File: src/rtl/led_show_ctrl.sv
// LED pattern show controller.
// A debounced pushbutton cycles through four LED patterns (SCAN, FILL,
// BLINK, CHASE). Patterns advance one step every STEP_DIV clock cycles
// unless frozen by hold.
//
// Ports:
//   clki      - system clock, all state changes on the rising edge
//   reset     - asynchronous, active-low reset
//   btn       - raw asynchronous mode-advance pushbutton (active high)
//   hold      - synchronous freeze of pattern stepping (active high)
//   leds      - registered LED pattern, bit0 = LED0
//   mode      - registered current mode: 0 SCAN, 1 FILL, 2 BLINK, 3 CHASE
//   step_tick - registered one-cycle pulse in the cycle after each step
module led_show_ctrl #(
    parameter int unsigned STEP_DIV     = 4_000_000,
    parameter int unsigned DEBOUNCE_CYC = 240_000
) (
    input  logic       clki,
    input  logic       reset,
    input  logic       btn,
    input  logic       hold,
    output logic [7:0] leds,
    output logic [1:0] mode,
    output logic       step_tick
);

    localparam int unsigned PW = (STEP_DIV > 1) ? $clog2(STEP_DIV) : 1;
    localparam int unsigned DW = (DEBOUNCE_CYC > 1) ? $clog2(DEBOUNCE_CYC) : 1;
    localparam logic [PW-1:0] PRESC_LAST = PW'(STEP_DIV - 1);
    localparam logic [DW-1:0] DEB_LAST   = DW'(DEBOUNCE_CYC - 1);

    typedef enum logic [1:0] {
        ModeScan  = 2'd0,
        ModeFill  = 2'd1,
        ModeBlink = 2'd2,
        ModeChase = 2'd3
    } mode_e;

    logic          sync1_q, sync2_q;
    logic          db_level_q;
    logic [DW-1:0] deb_cnt_q;
    logic [PW-1:0] presc_q;
    mode_e         mode_q;
    logic [7:0]    leds_q;
    logic          tick_q;
    logic [2:0]    pos_q;
    logic          dir_up_q;
    logic [3:0]    fill_cnt_q;

    logic          deb_done;
    logic          adv;
    logic          step;
    mode_e         mode_next;
    logic [7:0]    start_leds;
    logic [7:0]    step_leds;
    logic [2:0]    pos_d;
    logic          dir_up_d;
    logic [3:0]    fill_cnt_d;

    always_comb begin
        // Debounce accepts the synchronized level after DEBOUNCE_CYC
        // consecutive differing cycles; only a rising acceptance advances.
        deb_done  = (sync2_q != db_level_q) && (deb_cnt_q == DEB_LAST);
        adv       = deb_done && sync2_q;
        step      = !hold && (presc_q == PRESC_LAST);
        mode_next = mode_e'(mode_q + 2'd1);

        start_leds = 8'h01;
        case (mode_next)
            ModeScan:  start_leds = 8'h01;
            ModeFill:  start_leds = 8'h00;
            ModeBlink: start_leds = 8'hFF;
            ModeChase: start_leds = 8'h01;
            default:   start_leds = 8'h01;
        endcase

        pos_d      = pos_q;
        dir_up_d   = dir_up_q;
        fill_cnt_d = fill_cnt_q;
        step_leds  = leds_q;
        case (mode_q)
            ModeScan: begin
                // Bounce: turning around at an endpoint moves straight to
                // its neighbour so each endpoint is shown for one step.
                if (dir_up_q) begin
                    if (pos_q == 3'd7) begin
                        pos_d    = 3'd6;
                        dir_up_d = 1'b0;
                    end else begin
                        pos_d = pos_q + 3'd1;
                    end
                end else begin
                    if (pos_q == 3'd0) begin
                        pos_d    = 3'd1;
                        dir_up_d = 1'b1;
                    end else begin
                        pos_d = pos_q - 3'd1;
                    end
                end
                step_leds = 8'd1 << pos_d;
            end
            ModeFill: begin
                fill_cnt_d = (fill_cnt_q == 4'd8) ? 4'd0 : fill_cnt_q + 4'd1;
                step_leds  = 8'((9'd1 << fill_cnt_d) - 9'd1);
            end
            ModeBlink: step_leds = ~leds_q;
            ModeChase: step_leds = {leds_q[6:0], leds_q[7]};
            default:   step_leds = leds_q;
        endcase
    end

    always_ff @(posedge clki or negedge reset) begin
        if (!reset) begin
            sync1_q    <= 1'b0;
            sync2_q    <= 1'b0;
            db_level_q <= 1'b0;
            deb_cnt_q  <= '0;
            presc_q    <= '0;
            mode_q     <= ModeScan;
            leds_q     <= 8'h01;
            tick_q     <= 1'b0;
            pos_q      <= 3'd0;
            dir_up_q   <= 1'b1;
            fill_cnt_q <= 4'd0;
        end else begin
            sync1_q <= btn;
            sync2_q <= sync1_q;

            if (sync2_q == db_level_q) begin
                deb_cnt_q <= '0;
            end else if (deb_done) begin
                db_level_q <= sync2_q;
                deb_cnt_q  <= '0;
            end else begin
                deb_cnt_q <= deb_cnt_q + DW'(1);
            end

            // A coincident mode advance suppresses the step and its tick.
            tick_q <= step && !adv;

            if (adv) begin
                mode_q     <= mode_next;
                presc_q    <= '0;
                leds_q     <= start_leds;
                pos_q      <= 3'd0;
                dir_up_q   <= 1'b1;
                fill_cnt_q <= 4'd0;
            end else if (!hold) begin
                if (step) begin
                    presc_q    <= '0;
                    leds_q     <= step_leds;
                    pos_q      <= pos_d;
                    dir_up_q   <= dir_up_d;
                    fill_cnt_q <= fill_cnt_d;
                end else begin
                    presc_q <= presc_q + PW'(1);
                end
            end
        end
    end

    assign leds      = leds_q;
    assign mode      = mode_q;
    assign step_tick = tick_q;

endmodule

File: config.mk
export PLATFORM = sky130hd
export DESIGN_NAME = led_show_ctrl
export DESIGN_NICKNAME = d
export VERILOG_FILES = /design/src/rtl/led_show_ctrl.sv
export SDC_FILE = /design/constraint.sdc
export NUM_CORES = 1
export LEC_CHECK = 0
export BUFFER_PORTS_ARGS = -buffer_cell sky130_fd_sc_hd__buf_2
export CAP_MARGIN = 5
export CELL_PAD_IN_SITES_DETAIL_PLACEMENT = 1
export CELL_PAD_IN_SITES_GLOBAL_PLACEMENT = 2
export CORE_AREA = 2 2 118 120
export CTS_CLUSTER_DIAMETER = 60
export DETAILED_ROUTE_END_ITERATION = 7
export DIE_AREA = 0 0 120 122
export HOLD_SLACK_MARGIN = 0.05
export PLACE_DENSITY = 0.69
export SLEW_MARGIN = 20
export SYNTH_ARGS = -nofsm -noshare
export SYNTH_HDL_FRONTEND = slang
export SYNTH_SLANG_ARGS = --single-unit
File: constraint.sdc
create_clock -name clki -period 5.6 [get_ports clki]
set_clock_uncertainty 0.15 [all_clocks]
set_input_delay 0.56 -clock clki [delete_from_list [all_inputs] [get_ports clki]]
set_output_delay 0.56 -clock clki [all_outputs]
set_load 0.005 [all_outputs]
==> results of run 1 <==
## cell type report
| class | count | area [um2] | area share (%) |
|---|---|---|---|
| inverters | 17 | 63.8 | 1.44 |
| multi-input cells | 338 | 2210 | 49.8 |
| clock inverters | 6 | 62.6 | 1.41 |
| repair buffers | 16 | 85.1 | 1.92 |
| clock buffers | 10 | 229 | 5.17 |
| well taps | 180 | 225 | 5.09 |
| flip-flops and latches | 62 | 1550 | 35.1 |
## routing by layer
metal / vias to the layer above / GRT usage, % / wire [um]
li1: 1556 / - / -
met1: 1607 / 18.8 / 4780
met2: 39 / 23.3 / 4720
met3: 17 / 3.14 / 223
met4: 0 / 6.40 / 243
met5: - / 0 / 0
## per-stage QoR
stage          worst slack [ps]  area [um2]
3_3_place_gp               2560        4130
5_1_grt                    2190        4430
4_1_cts                    2460        4430
3_5_place_dp               2460        4130
6_report                   2450        4430
2_1_floorplan              2760        3900
## critical path: stages (launching register included)
cell     delay, ps
dfrtp_1        460
ha_1           350
or2_2          330
a21oi_1        340
nor2_1         150
or3_1          340
ha_1           270
nand2_1        110
a31oi_1         50
and3_1         200
nor4_1         160
o21ai_0        120
## power by group
part / switching [mW] / total (mW) / internal [mW]
clock network: 0.211 / 0.554 / 0.343
registers: 0.0424 / 0.523 / 0.480
logic: 0.0571 / 0.0989 / 0.0417
total: 0.311 / 1.18 / 0.865
## flip-flops by register name (all words and copies together), names as in the netlist, 2 cells and up
name and flops:
deb_cnt_q 18, leds 8, pos_q 3, mode 2, presc_q 22, fill_cnt_q 4
## how the worst max path moves through the flow
stage                  startpoint      end  cells after the start
floorplan           fill_cnt_q[0]  leds[6]                     12
global placement    fill_cnt_q[0]  leds[6]                     11
detailed placement  fill_cnt_q[0]  leds[6]                     11
CTS                 fill_cnt_q[0]  leds[6]                     11
global route        fill_cnt_q[0]  leds[6]                     11
finish              fill_cnt_q[0]  leds[6]                     11
## synthesized netlist by cell type (all sizes together) (2+ instances only)
cell type,n,area [um2]
dfstp,2,52.6
nor3b,2,25.0
and3,9,56.3
buf,8,48.8
nor3,5,36.3
a21boi,2,15.0
a211oi,3,22.5
nand3,24,120
nor4,8,50.1
dfrtp,60,1500
a21oi,18,90.1
a221oi,2,17.5
inv,17,63.8
nor2b,7,43.8
and4,4,35.0
or2,5,31.3
a21o,2,15.0
mux2i,3,30.0
nand4bb,2,22.5
clkbuf,8,30.0
xor2,23,201
nand2,33,124
a31oi,5,31.3
or3,2,12.5
nor4b,10,128
o21ai,25,125
o22ai,5,31.3
and2,6,37.5
nor2,64,250
nand4,15,115
o31ai,3,22.5
xnor2,16,140
ha,16,200
mux2,2,22.5
## cell families after synthesis
kind of cell             synth area share [%]
AND/OR/NAND/NOR                          29.3
AO/OA/AOI/OAI                            12.0
flip-flops                               39.8
XOR/XNOR                                 8.75
buffers and inverters                    3.66
adder cells (fa/ha/maj)                  5.13
multiplexers                             1.35
==> flow_summary.ini, run 1 <==
[setup_path]
cp.required_ps = 5660
worstSetupEndpointType = flip-flop
reg2reg_to = leds[6]
crit_arrival_ps = 3210
critical_path.max_fanout = 10
r2r_slack_ps = 2450
worstRegToRegCells = 11
cp-start-kind = flip-flop
critPathKind = flip-flop to flip-flop
r2r-start = fill_cnt_q[0]

[timing]
relSlewSlack_pct = 42.2
fin_crit_sh_pct = 56.3
fin_hold_ws_ps = 182
final.setup.tns_ps = 0
rsz0062_at_grt = no
setup_viol = 0
hold_viol = 0
fin_crit_ps = 3150
tightest_slew_ps = 867
slew_violations = 0
max_freq_ghz = 0.317

[detailed_routing]
wl_per_cell_um = 15.8
ant_nets = 0
totalWireLength_mm = 9.97
dr.pass1.iters = 4
viasPerCell = 5.12
vias = 3219
drt-initial-drc-count = 160
drc = 0

[clocking]
tritoncts = done
clk-insertion-delay-late_ps = 330
htreeDepth = 3
clkSinkCount = 62
clk_pin_slew_ps = 60
ctsResizeCount = 0
cts_hold_buf = 0
post-cts-setup-buffers = 0
cts_made_buffers = 9
cts_max_path_buffers = 2
cts-root-buf = clkbuf_16

[cells_and_area]
final_nets = 464
drive_above_1_share_pct = 12.7
final_util_pct = 32.8
fin_cells = 629
diodes = 0
most-common-layout-cells = nor2_1, dfrtp_1, nand2_1, nand3_1
fillers = 1587
syn_to_final_growth_pct = 13.4

[logic_synthesis]
ys_ff_latch = 62
async_flop_share_pct = 100
synth_ff_type = dfrtp_1
synth_cell_type_count = 61
synth.net_count = 453
synth_edf_count = 0
postSynthAreaPerCell_um2 = 9.01
syn_inst = 433
ys_seq_area_share_pct = 39.8
syn_area_um2 = 3900
yosysWarningCount = 0

[grt]
grt_max_degree = 63
gr-total-overflow = 0
grt_pass1_wl_mm = 16.8
grt_pass1_vias = 3272
grt_use_total_pct = 14.5
antenna_found_initial = 0

[floorplanning]
fp.dieH_um = 122
io_pins = 15
fp-row-count = 43
die_area_um2 = 14600
design.core.area_um2 = 13500
initial_core_util_pct = 28.9
die_w_um = 120

[pwr]
finalPower_mw = 1.18
vdd_ir_drop_max_mv = 0.227
p_leak_nw = 1.87
cellPowerDensity_nw_per_um2 = 266

[outcome]
status = finished clean

[place]
dp.cells = 613
gp_congestion = 0.813
portBuffers = 14
place_hpwl_mm = 6.89

[hold_path]
hold-path-endpoint = sync1_q
min-delay-start = btn
hold_path_depth = 1
min_path_type = input pin to flip-flop

[run]
drv_cap = 0
(Power assumes the default switching activity.)
==> run 2, diff against run 1 <==
Clock period 5.6 ns to 3.25 ns, I/O delays scaled along.
==> run 2 against run 1 <==
  * Non-clock buffer count rose by 6
  * Via count up 0.62%
  * Clock power increased by 77%
  * Utilization is 0.49 points higher
  * Largest power group unchanged
==> flow_summary.ini, run 2 (same netlist as run 1, synthesis figures left out) <==
[pwr]
vdd_ir_drop_max_mv = 0.225
cellPowerDensity_nw_per_um2 = 459
p_leak_nw = 1.90

[cells_and_area]
most-common-layout-cells = nor2_1, dfrtp_1, nand2_1, nand3_1
drive_above_1_share_pct = 13.4
final-seq-area_um2 = 1550
final_nets = 470
syn_to_final_growth_pct = 15.1
largest_reg_flops = 22
final_util_pct = 33.3
fin_cells = 635
multi_input_area_um2 = 2210
fillers = 1579
diodes = 0
top_register = presc_q

[setup_path]
critical_path.max_fanout = 10
worstRegToRegCells = 11
cp-start-kind = flip-flop
crit_arrival_ps = 2980
critPathKind = flip-flop to flip-flop
cp.required_ps = 3300
worstSetupEndpointType = flip-flop
reg2reg_to = leds[6]
startpoint = fill_cnt_q[0]
cp-endpoint = leds[6]
r2r_slack_ps = 320
r2r-start = fill_cnt_q[0]

[clocking]
cts_max_path_buffers = 2
clkSinkCount = 62
clk-insertion-delay-late_ps = 340
clk_pin_slew_ps = 50
cts-root-buf = clkbuf_16
cts_made_buffers = 9
htreeDepth = 3
tritoncts = done

[grt]
grt_use_total_pct = 15.0
grt_pass1_wl_mm = 17.4
gr-total-overflow = 0
grt_pass1_vias = 3390
grt_max_degree = 46
antenna_found_initial = 0

[timing]
fin_crit_sh_pct = 90.2
hold_viol = 0
slew_violations = 0
fin_crit_ps = 2930
setup_slack_ps = 318
max_freq_ghz = 0.341
setup_viol = 0
tightest_slew_ps = 675
final.setup.tns_ps = 0
rsz0062_at_grt = no
relSlewSlack_pct = 54.6

[floorplanning]
io_pins = 15
die_area_um2 = 14600
fp-row-count = 43
initial_core_util_pct = 28.9
fp.dieH_um = 122
design.core.area_um2 = 13500
die_w_um = 120

[detailed_routing]
drt-initial-drc-count = 220
totalWireLength_mm = 10.0
vias = 3239
wl_per_cell_um = 15.8
ant_nets = 0
viasPerCell = 5.10
drc = 0
dr.pass1.iters = 4

[run]
drv_cap = 0

[place]
pre_cts_ws_ps = 272
place_hpwl_mm = 7.21
dp.cells = 617
gp_congestion = 0.811
portBuffers = 14

[hold_path]
min_path_type = flip-flop to flip-flop
min-delay-start = sync1_q
hold_path_depth = 0

[outcome]
status = finished clean
==> run 2: cell types whose count changed in the layout (fill, tap and decap cells not counted), sizes merged <==
cell	previous run	this run
clkinv	2	1
dlygate4sd3	0	2
clkbuf	10	13
buf	16	20
clkinvlp	3	1
==> run 2: how the worst min path moves through the flow <==
stage	to	slack [ps]
2_1_floorplan	db_level_q	-120
3_3_place_gp	sync2_q	190
3_5_place_dp	sync2_q	200
4_1_cts	deb_cnt_q[13]	80
5_1_grt	sync2_q	220
6_report	sync2_q	210
==> run 2: metal layers <==
metal  wire, um  track usage, %  up-vias
met1       4710            19.8     1623
met4        148            5.51        0
met5          0               0        -
li1           -               -     1571
met2       4870            24.4       34
met3        282            2.67       11
==> run 2: timing repair <==
item,4_1_cts,5_1_grt
hold buffers,1,1
setup endpoints to repair,0,1
gates resized for setup,0,1
endpoints found under the hold margin,1,41
setup buffers,0,0
==> run 2: through the flow <==
stage               total power, mW  instance area [um2]  hold slack (ps)
finish                         2.06                 4490              209
global route                   2.16                 4490              224
CTS                            2.10                 4480             77.7
detailed placement             1.09                 4160              198
global placement               1.08                 4160              190
floorplan                      1.03                 3900             -121
==> run 2: layout make-up <==
type	instances	area share, %
tap	180	5.01
clock inverter	3	0.947
sequential	62	34.6
inverter	17	1.42
clock buffer	13	5.79
timing repair buffer	22	3.06
multi-input combinational	338	49.2
==> run 2: worst max-delay path, cell delays in order, from the launching register on <==
cell	delay, ps
dfrtp_1	460
ha_2	290
or2_2	310
a21oi_1	190
nor2_1	120
or3_1	330
ha_1	270
nand2_1	110
a31oi_1	50
and3_1	200
nor4_1	190
o21ai_0	130
==> run 2: power by group <==
part	leakage (nW)	internal [mW]	total, mW	switching, mW
clock network	0.146	0.634	0.981	0.346
registers	0.808	0.828	0.902	0.0745
logic	0.950	0.0758	0.178	0.102
